$ cat config.mk
export PLATFORM = sky130hd
export DESIGN_NAME = pipe_ctrl_flat
export DESIGN_NICKNAME = d
export VERILOG_FILES = /design/src/rtl/pipe_ctrl_pkg.sv /design/src/rtl/pipe_ctrl_if.sv /design/src/rtl/pipe_ctrl_stage_reg.sv /design/src/rtl/pipe_ctrl.sv /design/src/flat_wrapper.sv
export SDC_FILE = /design/constraint.sdc
export NUM_CORES = 1
export LEC_CHECK = 0
export ABC_AREA = 1
export ABC_CLOCK_PERIOD_IN_PS = 1820
export CORE_UTILIZATION = 45
export DETAILED_ROUTE_END_ITERATION = 10
export DONT_BUFFER_PORTS = 1
export PLACE_DENSITY = 0.64
export SETUP_SLACK_MARGIN = 0.3
export SYNTH_ARGS = -nofsm -noshare
export SYNTH_HDL_FRONTEND = slang
export SYNTH_SLANG_ARGS = --single-unit
$ cat constraint.sdc
create_clock -name CLK -period 1.82 [get_ports CLK]
set_input_delay 0.273 -clock CLK [delete_from_list [all_inputs] [get_ports CLK]]
set_output_delay 0.273 -clock CLK [all_outputs]
set_load 0.05 [all_outputs]
$ cat src/rtl/pipe_ctrl_pkg.sv
// Shared definitions for the pipeline control slice: control-word bit
// positions, forwarding-select encodings, stage indices and default widths.
package pipe_pkg;

    localparam int CTRL_W_DEF = 10;
    localparam int RA_W_DEF   = 5;
    localparam int CNT_W_DEF  = 16;

    // Control word layout, MSB first: {RegDs, Branch, MRead, MtoR, AOp[2:0], MWrite, ALUsrc, Rw}
    localparam int RW_B     = 0;
    localparam int ALUSRC_B = 1;
    localparam int MWRITE_B = 2;
    localparam int AOP_LSB  = 3;
    localparam int MTOR_B   = 6;
    localparam int MREAD_B  = 7;
    localparam int BRANCH_B = 8;
    localparam int REGDS_B  = 9;

    localparam int ST_EX    = 0;
    localparam int ST_MEM   = 1;
    localparam int ST_WB    = 2;
    localparam int N_STAGES = 3;

    typedef enum logic [1:0] {
        FWD_RF  = 2'b00,
        FWD_WB  = 2'b01,
        FWD_MEM = 2'b10
    } fwd_sel_e;

    // A producer only counts when it is live, writes back, and targets a non-zero register.
    function automatic logic fwd_hit(input logic vld, input logic rw,
                                     input logic dst_nz, input logic addr_eq);
        return vld & rw & dst_nz & addr_eq;
    endfunction

endpackage

$ cat src/rtl/pipe_ctrl_if.sv
// Handshake bundle between the ID-side control path and the pipeline
// controller; the controller uses the slave view.
interface pipe_ctrl_if
    import pipe_pkg::*;
#(
    parameter int CTRL_W = CTRL_W_DEF,
    parameter int RA_W   = RA_W_DEF,
    parameter int CNT_W  = CNT_W_DEF
) ();

    logic              id_valid;
    logic [CTRL_W-1:0] id_ctrl;
    logic [RA_W-1:0]   id_rs;
    logic [RA_W-1:0]   id_rt;
    logic [RA_W-1:0]   id_dst;
    logic              mem_br_taken;

    logic [CTRL_W-1:0] ex_ctrl;
    logic [CTRL_W-1:0] mem_ctrl;
    logic [CTRL_W-1:0] wb_ctrl;
    logic              ex_vld;
    logic              mem_vld;
    logic              wb_vld;
    logic [RA_W-1:0]   wb_dst;
    logic              hold_pc_ifid;
    logic              flush_ifid;
    logic [1:0]        fwd_a;
    logic [1:0]        fwd_b;
    logic [CNT_W-1:0]  stall_cnt;
    logic [CNT_W-1:0]  flush_cnt;

    modport master (
        output id_valid, id_ctrl, id_rs, id_rt, id_dst, mem_br_taken,
        input  ex_ctrl, mem_ctrl, wb_ctrl, ex_vld, mem_vld, wb_vld, wb_dst,
        input  hold_pc_ifid, flush_ifid, fwd_a, fwd_b, stall_cnt, flush_cnt
    );

    modport slave (
        input  id_valid, id_ctrl, id_rs, id_rt, id_dst, mem_br_taken,
        output ex_ctrl, mem_ctrl, wb_ctrl, ex_vld, mem_vld, wb_vld, wb_dst,
        output hold_pc_ifid, flush_ifid, fwd_a, fwd_b, stall_cnt, flush_cnt
    );

endinterface

$ cat src/rtl/pipe_ctrl_stage_reg.sv
// One pipeline stage entry: a plain register with async active-low clear
// and a synchronous bubble that loads an all-zero (invalid) entry.
module pipe_stage_reg #(
    parameter int W = 8
) (
    input  logic         CLK,
    input  logic         RSTn,
    input  logic         bubble,
    input  logic [W-1:0] d,
    output logic [W-1:0] q
);

    logic [W-1:0] data_reg;

    always_ff @(posedge CLK or negedge RSTn) begin
        if (!RSTn) begin
            data_reg <= '0;
        end else if (bubble) begin
            data_reg <= '0;
        end else begin
            data_reg <= d;
        end
    end

    assign q = data_reg;

endmodule

$ cat src/rtl/pipe_ctrl.sv
// Pipeline controller: EX/MEM/WB control tracking, load-use stall, taken-branch
// flush, ALU operand forwarding selects and saturating stall/flush counters.
module pipe_ctrl
    import pipe_pkg::*;
#(
    parameter int CTRL_W = CTRL_W_DEF,
    parameter int RA_W   = RA_W_DEF,
    parameter int CNT_W  = CNT_W_DEF
) (
    input  logic       CLK,
    input  logic       RSTn,
    pipe_ctrl_if.slave bus
);

    // Entry layout, MSB first: {vld, ctrl, dst, rs, rt}
    localparam int ENT_W = 1 + CTRL_W + 3 * RA_W;

    logic [ENT_W-1:0]    stage_in  [N_STAGES];
    logic [ENT_W-1:0]    stage_out [N_STAGES];
    logic [N_STAGES-1:0] bubble;

    logic [N_STAGES-1:0] stg_vld;
    logic [CTRL_W-1:0]   stg_ctrl [N_STAGES];
    logic [RA_W-1:0]     stg_dst  [N_STAGES];
    logic [RA_W-1:0]     stg_rs   [N_STAGES];
    logic [RA_W-1:0]     stg_rt   [N_STAGES];

    logic [CTRL_W-1:0]   id_ctrl_masked;
    logic                load_use;
    logic                br_flush;
    logic                stall_eff;

    logic [CNT_W-1:0]    stall_cnt_reg;
    logic [CNT_W-1:0]    stall_cnt_next;
    logic [CNT_W-1:0]    flush_cnt_reg;
    logic [CNT_W-1:0]    flush_cnt_next;

    logic [RA_W-1:0]     ex_src  [2];
    logic [1:0]          mem_hit;
    logic [1:0]          wb_hit;
    fwd_sel_e            fwd_sel [2];
    logic                unused_ok;

    genvar gi;

    generate
        for (gi = 0; gi < N_STAGES; gi++) begin : g_stage
            pipe_stage_reg #(.W(ENT_W)) u_stage (
                .CLK    (CLK),
                .RSTn   (RSTn),
                .bubble (bubble[gi]),
                .d      (stage_in[gi]),
                .q      (stage_out[gi])
            );

            assign stg_vld[gi]  = stage_out[gi][ENT_W-1];
            assign stg_ctrl[gi] = stage_out[gi][ENT_W-2 -: CTRL_W];
            assign stg_dst[gi]  = stage_out[gi][3*RA_W-1 -: RA_W];
            assign stg_rs[gi]   = stage_out[gi][2*RA_W-1 -: RA_W];
            assign stg_rt[gi]   = stage_out[gi][RA_W-1:0];
        end
    endgenerate

    // Masking here keeps every stage's ctrl at zero whenever its vld is zero.
    assign id_ctrl_masked = bus.id_ctrl & {CTRL_W{bus.id_valid}};

    assign load_use = bus.id_valid & stg_vld[ST_EX] & stg_ctrl[ST_EX][MREAD_B]
                    & (|stg_dst[ST_EX])
                    & ((stg_dst[ST_EX] == bus.id_rs) | (stg_dst[ST_EX] == bus.id_rt));

    assign br_flush  = bus.mem_br_taken;
    // A taken branch squashes the stalled instruction anyway, so it overrides the hold.
    assign stall_eff = load_use & ~br_flush;

    always_comb begin
        stage_in[ST_EX]  = {bus.id_valid, id_ctrl_masked, bus.id_dst, bus.id_rs, bus.id_rt};
        stage_in[ST_MEM] = stage_out[ST_EX];
        stage_in[ST_WB]  = stage_out[ST_MEM];

        bubble          = '0;
        bubble[ST_EX]   = load_use | br_flush;
        bubble[ST_MEM]  = br_flush;
    end

    always_comb begin
        stall_cnt_next = stall_cnt_reg;
        flush_cnt_next = flush_cnt_reg;
        if (stall_eff && !(&stall_cnt_reg)) begin
            stall_cnt_next = stall_cnt_reg + CNT_W'(1);
        end
        if (br_flush && !(&flush_cnt_reg)) begin
            flush_cnt_next = flush_cnt_reg + CNT_W'(1);
        end
    end

    always_ff @(posedge CLK or negedge RSTn) begin
        if (!RSTn) begin
            stall_cnt_reg <= '0;
            flush_cnt_reg <= '0;
        end else begin
            stall_cnt_reg <= stall_cnt_next;
            flush_cnt_reg <= flush_cnt_next;
        end
    end

    assign ex_src[0] = stg_rs[ST_EX];
    assign ex_src[1] = stg_rt[ST_EX];

    // Operand 0 is A (rs), operand 1 is B (rt); the younger MEM producer wins over WB.
    generate
        for (gi = 0; gi < 2; gi++) begin : g_fwd
            assign mem_hit[gi] = fwd_hit(stg_vld[ST_MEM], stg_ctrl[ST_MEM][RW_B],
                                         |stg_dst[ST_MEM], stg_dst[ST_MEM] == ex_src[gi]);
            assign wb_hit[gi]  = fwd_hit(stg_vld[ST_WB], stg_ctrl[ST_WB][RW_B],
                                         |stg_dst[ST_WB], stg_dst[ST_WB] == ex_src[gi]);
            assign fwd_sel[gi] = mem_hit[gi] ? FWD_MEM : (wb_hit[gi] ? FWD_WB : FWD_RF);
        end
    endgenerate

    assign bus.fwd_a        = fwd_sel[0];
    assign bus.fwd_b        = fwd_sel[1];
    assign bus.hold_pc_ifid = stall_eff;
    // Gating with RSTn keeps the flush request quiet while the pipe is held in reset.
    assign bus.flush_ifid   = br_flush & RSTn;

    assign bus.ex_vld    = stg_vld[ST_EX];
    assign bus.mem_vld   = stg_vld[ST_MEM];
    assign bus.wb_vld    = stg_vld[ST_WB];
    assign bus.ex_ctrl   = stg_ctrl[ST_EX];
    assign bus.mem_ctrl  = stg_ctrl[ST_MEM];
    assign bus.wb_ctrl   = stg_ctrl[ST_WB];
    assign bus.wb_dst    = stg_dst[ST_WB];
    assign bus.stall_cnt = stall_cnt_reg;
    assign bus.flush_cnt = flush_cnt_reg;

    // Source addresses ride along to MEM/WB for debug visibility only.
    assign unused_ok = ^{stg_rs[ST_MEM], stg_rt[ST_MEM], stg_rs[ST_WB], stg_rt[ST_WB]};

endmodule

$ cat src/flat_wrapper.sv
// flat-port wrapper written by rule: the top's interface ports become plain ports
module pipe_ctrl_flat import pipe_pkg::*;
#(
    parameter int CTRL_W = CTRL_W_DEF,
    parameter int RA_W   = RA_W_DEF,
    parameter int CNT_W  = CNT_W_DEF
)
  (CLK, RSTn, bus_id_valid, bus_id_ctrl, bus_id_rs, bus_id_rt, bus_id_dst, bus_mem_br_taken, bus_ex_ctrl, bus_mem_ctrl, bus_wb_ctrl, bus_ex_vld, bus_mem_vld, bus_wb_vld, bus_wb_dst, bus_hold_pc_ifid, bus_flush_ifid, bus_fwd_a, bus_fwd_b, bus_stall_cnt, bus_flush_cnt);
  pipe_ctrl_if #(.CTRL_W(CTRL_W), .RA_W(RA_W), .CNT_W(CNT_W)) bus_i ();
  input  logic CLK;
  input  logic RSTn;
  input wire logic [$bits(bus_i.id_valid)-1:0] bus_id_valid;
  input wire logic [$bits(bus_i.id_ctrl)-1:0] bus_id_ctrl;
  input wire logic [$bits(bus_i.id_rs)-1:0] bus_id_rs;
  input wire logic [$bits(bus_i.id_rt)-1:0] bus_id_rt;
  input wire logic [$bits(bus_i.id_dst)-1:0] bus_id_dst;
  input wire logic [$bits(bus_i.mem_br_taken)-1:0] bus_mem_br_taken;
  output wire logic [$bits(bus_i.ex_ctrl)-1:0] bus_ex_ctrl;
  output wire logic [$bits(bus_i.mem_ctrl)-1:0] bus_mem_ctrl;
  output wire logic [$bits(bus_i.wb_ctrl)-1:0] bus_wb_ctrl;
  output wire logic [$bits(bus_i.ex_vld)-1:0] bus_ex_vld;
  output wire logic [$bits(bus_i.mem_vld)-1:0] bus_mem_vld;
  output wire logic [$bits(bus_i.wb_vld)-1:0] bus_wb_vld;
  output wire logic [$bits(bus_i.wb_dst)-1:0] bus_wb_dst;
  output wire logic [$bits(bus_i.hold_pc_ifid)-1:0] bus_hold_pc_ifid;
  output wire logic [$bits(bus_i.flush_ifid)-1:0] bus_flush_ifid;
  output wire logic [$bits(bus_i.fwd_a)-1:0] bus_fwd_a;
  output wire logic [$bits(bus_i.fwd_b)-1:0] bus_fwd_b;
  output wire logic [$bits(bus_i.stall_cnt)-1:0] bus_stall_cnt;
  output wire logic [$bits(bus_i.flush_cnt)-1:0] bus_flush_cnt;
  assign bus_i.id_valid = bus_id_valid;
  assign bus_i.id_ctrl = bus_id_ctrl;
  assign bus_i.id_rs = bus_id_rs;
  assign bus_i.id_rt = bus_id_rt;
  assign bus_i.id_dst = bus_id_dst;
  assign bus_i.mem_br_taken = bus_mem_br_taken;
  assign bus_ex_ctrl = bus_i.ex_ctrl;
  assign bus_mem_ctrl = bus_i.mem_ctrl;
  assign bus_wb_ctrl = bus_i.wb_ctrl;
  assign bus_ex_vld = bus_i.ex_vld;
  assign bus_mem_vld = bus_i.mem_vld;
  assign bus_wb_vld = bus_i.wb_vld;
  assign bus_wb_dst = bus_i.wb_dst;
  assign bus_hold_pc_ifid = bus_i.hold_pc_ifid;
  assign bus_flush_ifid = bus_i.flush_ifid;
  assign bus_fwd_a = bus_i.fwd_a;
  assign bus_fwd_b = bus_i.fwd_b;
  assign bus_stall_cnt = bus_i.stall_cnt;
  assign bus_flush_cnt = bus_i.flush_cnt;
  pipe_ctrl #(.CTRL_W(CTRL_W), .RA_W(RA_W), .CNT_W(CNT_W)) u_core (.CLK(CLK), .RSTn(RSTn), .bus(bus_i));
endmodule
# Word level (Yosys, flattened, before mapping)
# Index checks and enable logic that the tools add are counted.
[word_totals]
mem_bits_ro = 0
in_bits = 29
latchBits = 0
ram_bits = 0
mem_count = 0
reg_bits = 110
out_inout_bits = 76
[classes]
div = 0
n_eq_ne = 6
reduce_logical = 9
n_addsub = 2
muxes = 6
n_shift = 0
n_mul = 0
n_lt_le_gt_ge = 0
bitwise_logic = 18
[op_table]
columns = ["cell", "count"]
rows = [
  ["$mux W26", 2],
  ["$add A16 B1 Y16 const B", 2],
  ["$reduce_and A16 Y1", 2],
  ["$eq A5 B5 Y1", 6],
  ["$reduce_or A5 Y1", 3],
  ["$and A1 B1 Y1", 14],
  ["$and A10 B10 Y10", 1],
  ["$mux W2", 2],
  ["$logic_and A1 B1 Y1", 2],
  ["$logic_not A1 Y1", 2],
  ["$mux W1", 2],
  ["$or A1 B1 Y1", 2],
  ["$not A1 Y1", 1],
]

# Longest topological paths before layout
[depth]
ltp_word = 6
ltp_mapped = 11

# By module
# Synthesis repeated with hierarchy kept, for this count alone.
[hier_totals]
hier_cells = 604
hier_area_um2 = 5117.4
[by_module_without_submodules]
columns = ["mod", "instances", "cells_per_inst", "area_each_um2", "seq_area_each_um2"]
rows = [
  ["pipe_stage_reg", 3, 81, 882.1, 650.6],
  ["pipe_ctrl", 1, 361, 2471.1, 800.8],
]

# Worst setup path after synthesis
# Ideal clock, no wire load.
[synth_path]
path_type = "register -> output"
startpoint = "register u_core.g_stage[1].u_stage.data_reg[25]"
endpoint = "output port bus_fwd_a[0]"
setup_slack_ns = -1.433
path_stages_with_launch = 4
required_time_ns = 1.547
arrival_time_ns = 2.980
path_cell_list = "dfrtp_1 -> nand3_1 -> nor4_1 -> nor2_1"
[synth_between]
elab_chain_len = 4
[synth_lines]
columns = ["element", "line_no", "source"]
rows = [
  ["from (decl)", "pipe_ctrl_stage_reg.sv:13", "logic [W-1:0] data_reg;"],
  ["from (signal assigned)", "pipe_ctrl_stage_reg.sv:17", "data_reg <= '0;"],
  ["from (signal assigned)", "pipe_ctrl_stage_reg.sv:19", "data_reg <= '0;"],
  ["from (signal assigned)", "pipe_ctrl_stage_reg.sv:21", "data_reg <= d;"],
  ["$and A1 B1 Y1 (3 in series)", "pipe_ctrl_pkg.sv:33", "return vld & rw & dst_nz & addr_eq;"],
  ["$mux W2", "pipe_ctrl.sv:116", "assign fwd_sel[gi] = mem_hit[gi] ? FWD_MEM : (wb_hit[gi] ? FWD_WB : FWD_RF);"],
  ["to (decl)", "flat_wrapper.sv:27", "output wire logic [$bits(bus_i.fwd_a)-1:0] bus_fwd_a;"],
]
# No other way between the ends.

# Worst setup path after layout
[layout_path]
startpoint = "register u_core.g_stage[1].u_stage.data_reg[12]"
endpoint = "output port bus_fwd_b[1]"
[layout_between]
elab_chain_len = 4
elab_cells_between_ends = 5
classes_between = "1 x eq/ne; 1 x mux; 2 x bitwise; 1 x reduce/logical"
[layout_lines]
columns = ["element", "line_no", "source"]
rows = [
  ["$reduce_or A5 Y1", "pipe_ctrl.sv:113", "|stg_dst[ST_MEM], stg_dst[ST_MEM] == ex_src[gi]);"],
  ["$and A1 B1 Y1", "pipe_ctrl_pkg.sv:33", ""],
  ["$and A1 B1 Y1 (*)", "pipe_ctrl_pkg.sv:33", ""],
  ["$mux W2 (*)", "pipe_ctrl.sv:116", ""],
  ["to (decl)", "flat_wrapper.sv:28", "output wire logic [$bits(bus_i.fwd_b)-1:0] bus_fwd_b;"],
]
# Mark *: on every way between the ends. The rest lies on a longest branch, timed or not.

==> results by group <==
Drt
  • Iter 0 DRT Violations: 58
  • Detailed-route wire length: 9133 um
  • Vias: 3050
  • DRC errors left: 8
  • Vias per inst: around 4.8
  • Drt first pass iters: 10
  • Routed wire per std cell: 14.43 um
  • Post-DRT Antenna Nets: 0

Global route
  • Initial antenna violation count: 0
  • GRT Overall Usage: 0.1986
  • Largest net degree at the start of global routing: 92
  • Total gr overflow: 0
  • First-pass GRT wire length: 15080 um
  • Vias in the first global route: 3161

Run
  • Maxcap violations: 0

Setup path
  • Delay-heaviest family, CP: flip-flops
  • Largest incremental delay on the critical path: approximately 0.46 ns
  • Critical-path cell list: xnor2_2 -> nand3_2 -> nor4_4 -> buf_6
  • R2R Setup Slk: about 0.1 ns
  • Worst path depth: 4
  • Worst-case reg-to-reg path depth: 12
  • CP Launch Type: flip-flop
  • Worst path slowest cell: dfrtp_2
  • Buffers & Inverters on Critical Path: 1
  • Worst setup EP type: primary output
  • Crit Path Class: flip-flop to primary output
  • R2R Path End: u_core.bus.stall_cnt[11]
  • Crit path max fanout: 4
  • Worst Path Arrival: between 1.5 and 2 ns
  • CP required: 1.55 ns
  • Worst reg2reg startpoint: u_core.g_stage[0].u_stage.q[13]

CTS
  • CTS tree: done
  • CTS root buffer: clkbuf_8
  • Clock Latency Late Sink: between 0.3 and 0.4 ns
  • H-tree depth: 3
  • Max clock buf depth: 2
  • Clock sink count: 90
  • Clock buffer count from CTS: 9
  • Clk pin slew, worst setup/hold paths: 0.11 ns

STA
  • Slew margin rel.: 0.6005
  • Crit path time final: about 1.9 ns
  • Slew @ Worst Pin: 0.5973 ns
  • Max Slew Vio Count: 0
  • Hold_ws: -0.4126 ns
  • Hold Vio Cnt, Final: 90
  • Fin crit share: 1.051
  • Worst Skew: about 0.019 ns
  • Worst setup margin: -0.09342 ns
  • Final setup fails: 5
  • RSZ-0062 raised after global routing: yes
  • Fmax: around 0.52 GHz

Yosys
  • Cells after Synth: roughly 470
  • Yosys cell types: 26
  • Synth warn: 0
  • Syn avg cell area: 8.862 sq um
  • Flops & latches, synth: 90
  • Syn_nets: 503
  • Post-Syn Area: 4183 sq um
  • Sequential cell area fraction in the yosys report: 0.5384

Final layout
  • Max reg flops: 58
  • Area of the multi-input gates: 1842 sq um
  • Final non-filler cell total: 633
  • Commonest non-fill, non-tap cell in the layout: nand2_1
  • Filler Cell Count: 767
  • Area delta synth->final: 25.34%
  • Nets: 551
  • Commonest cells after routing, fill and taps aside: nand2_1, dfrtp_1, nor2_1
  • Reg area: 2282 sq um
  • Layout cells sized above 1: 0.3314
  • # diodes: 0

Pwr
  • Max VDD drop: 0.9246 mV
  • Power consumption: about 4500 uW
  • Power per Cell Area: 863.6 nW/um^2
  • Leak Pwr: 0.002634 uW

Placed design
  • GP Congestion: 0.8513
  • PortBufs: 0
  • Placed cell count: 598
  • Post-DP HPWL: ~6300 um

Die
  • Initial Utilization: 0.4727
  • Row count: 34
  • Die width: 98.41 um
  • Die Y: 98.41 um
  • Die area: 9685 sq um
  • Core Area: 8848 sq um
  • IO Pins: 105

Outcome
  • Status: complete, but fails checks
  • Failing checks: DRC, hold timing, setup timing

Min path
  • Hold Path Class: input port to async pin
[routing by layer]
metal | share of wire | wire length (um) | track usage
met1 | 0.41 | 3747 | 0.2410
met2 | 0.52 | 4783 | 0.3483
met3 | 0.051 | 470 | 0.04610
met4 | 0.014 | 132 | 0.06889
met5 | 0 | 0 | 0
[power breakdown]
part	total, uW	internal [uW]	switching, uW
Combinational	857	309	548
Clock	1330	534	792
Sequential	2350	2130	214
Total	4530	2970	1550
[cells by family after synthesis]
| group | after synthesis | share of synthesized area |
|---|---|---|
| XOR/XNOR | 50 | 0.1047 |
| AO/OA/AOI/OAI | 1 | 0.001195 |
| buffers and inverters | 90 | 0.1032 |
| flip-flops | 90 | 0.5384 |
| AND/OR/NAND/NOR | 239 | 0.2465 |
| adder cells (fa/ha/maj) | 2 | 0.005982 |
[layout make-up]
cell class	instances	share of cell area
multi-input combinational	293	0.3513
sequential	90	0.4353
tap	108	0.02578
clock inverter	7	0.01360
inverter	63	0.04726
timing repair buffer	63	0.1031
clock buffer	9	0.02363
[how the worst max path moves through the flow]
stage | slack, ns | end | from
floorplan | -0.01 | bus_fwd_a[0] | u_core.g_stage[1].u_stage.q[25]
global placement | 0.24 | u_core.bus.stall_cnt[14] | u_core.bus.stall_cnt[0]
detailed placement | 0.18 | u_core.bus.stall_cnt[14] | u_core.g_stage[0].u_stage.q[13]
CTS | -0.12 | bus_fwd_a[1] | u_core.g_stage[1].u_stage.q[14]
global route | -0.20 | bus_fwd_a[0] | u_core.g_stage[2].u_stage.q[12]
finish | -0.09 | bus_fwd_b[1] | u_core.g_stage[1].u_stage.q[12]
[synthesized netlist by cell type]
library cell,number,area [sq um]
nor3_4,1,16.27
nor4_1,3,18.77
nand4_2,1,12.51
o21ai_0,1,5.000
nand3_4,1,17.52
nor4_2,1,12.51
nand3_1,17,85.08
clkbuf_1,1,3.750
buf_4,20,150.1
inv_2,3,11.26
buf_1,1,3.750
buf_2,3,15.01
ha_1,2,25.02
xor2_1,31,271.5
nor2_1,71,266.5
nand2_2,3,18.77
nand3_2,2,20.02
nor2_4,1,11.26
inv_1,60,225.2
nand4_1,5,31.28
dfrtp_1,90,2252
xnor2_1,19,166.4
nor3_1,15,75.07
nand2_1,117,439.2
and3_1,1,6.260
buf_6,2,22.52
[timing repair]
action,4_1_cts,5_1_grt
resized for setup,35,45
setup endpoints to repair,26,63
hold buffers,2,2
pin swaps,22,27
hold endpoints to repair,107,92
gates cloned,1,0
buffers inserted,11,3
[through the flow]
step | setup TNS [ns] | setup WS (ns) | util | hold slack [ns] | cell area (sq um)
2_1_floorplan | -0.01028 | -0.01028 | - | -0.02259 | 4304
3_3_place_gp | 0 | 0.2385 | 0.5192 | -0.02085 | 4594
3_5_place_dp | 0 | 0.1846 | 0.5192 | -0.02099 | 4594
4_1_cts | -0.5399 | -0.1205 | 0.5676 | -0.4268 | 5022
5_1_grt | -1.277 | -0.2035 | 0.5925 | -0.4343 | 5243
6_report | -0.3572 | -0.09342 | 0.5925 | -0.4126 | 5243
Note: power is estimated with default switching activity, not from simulation.
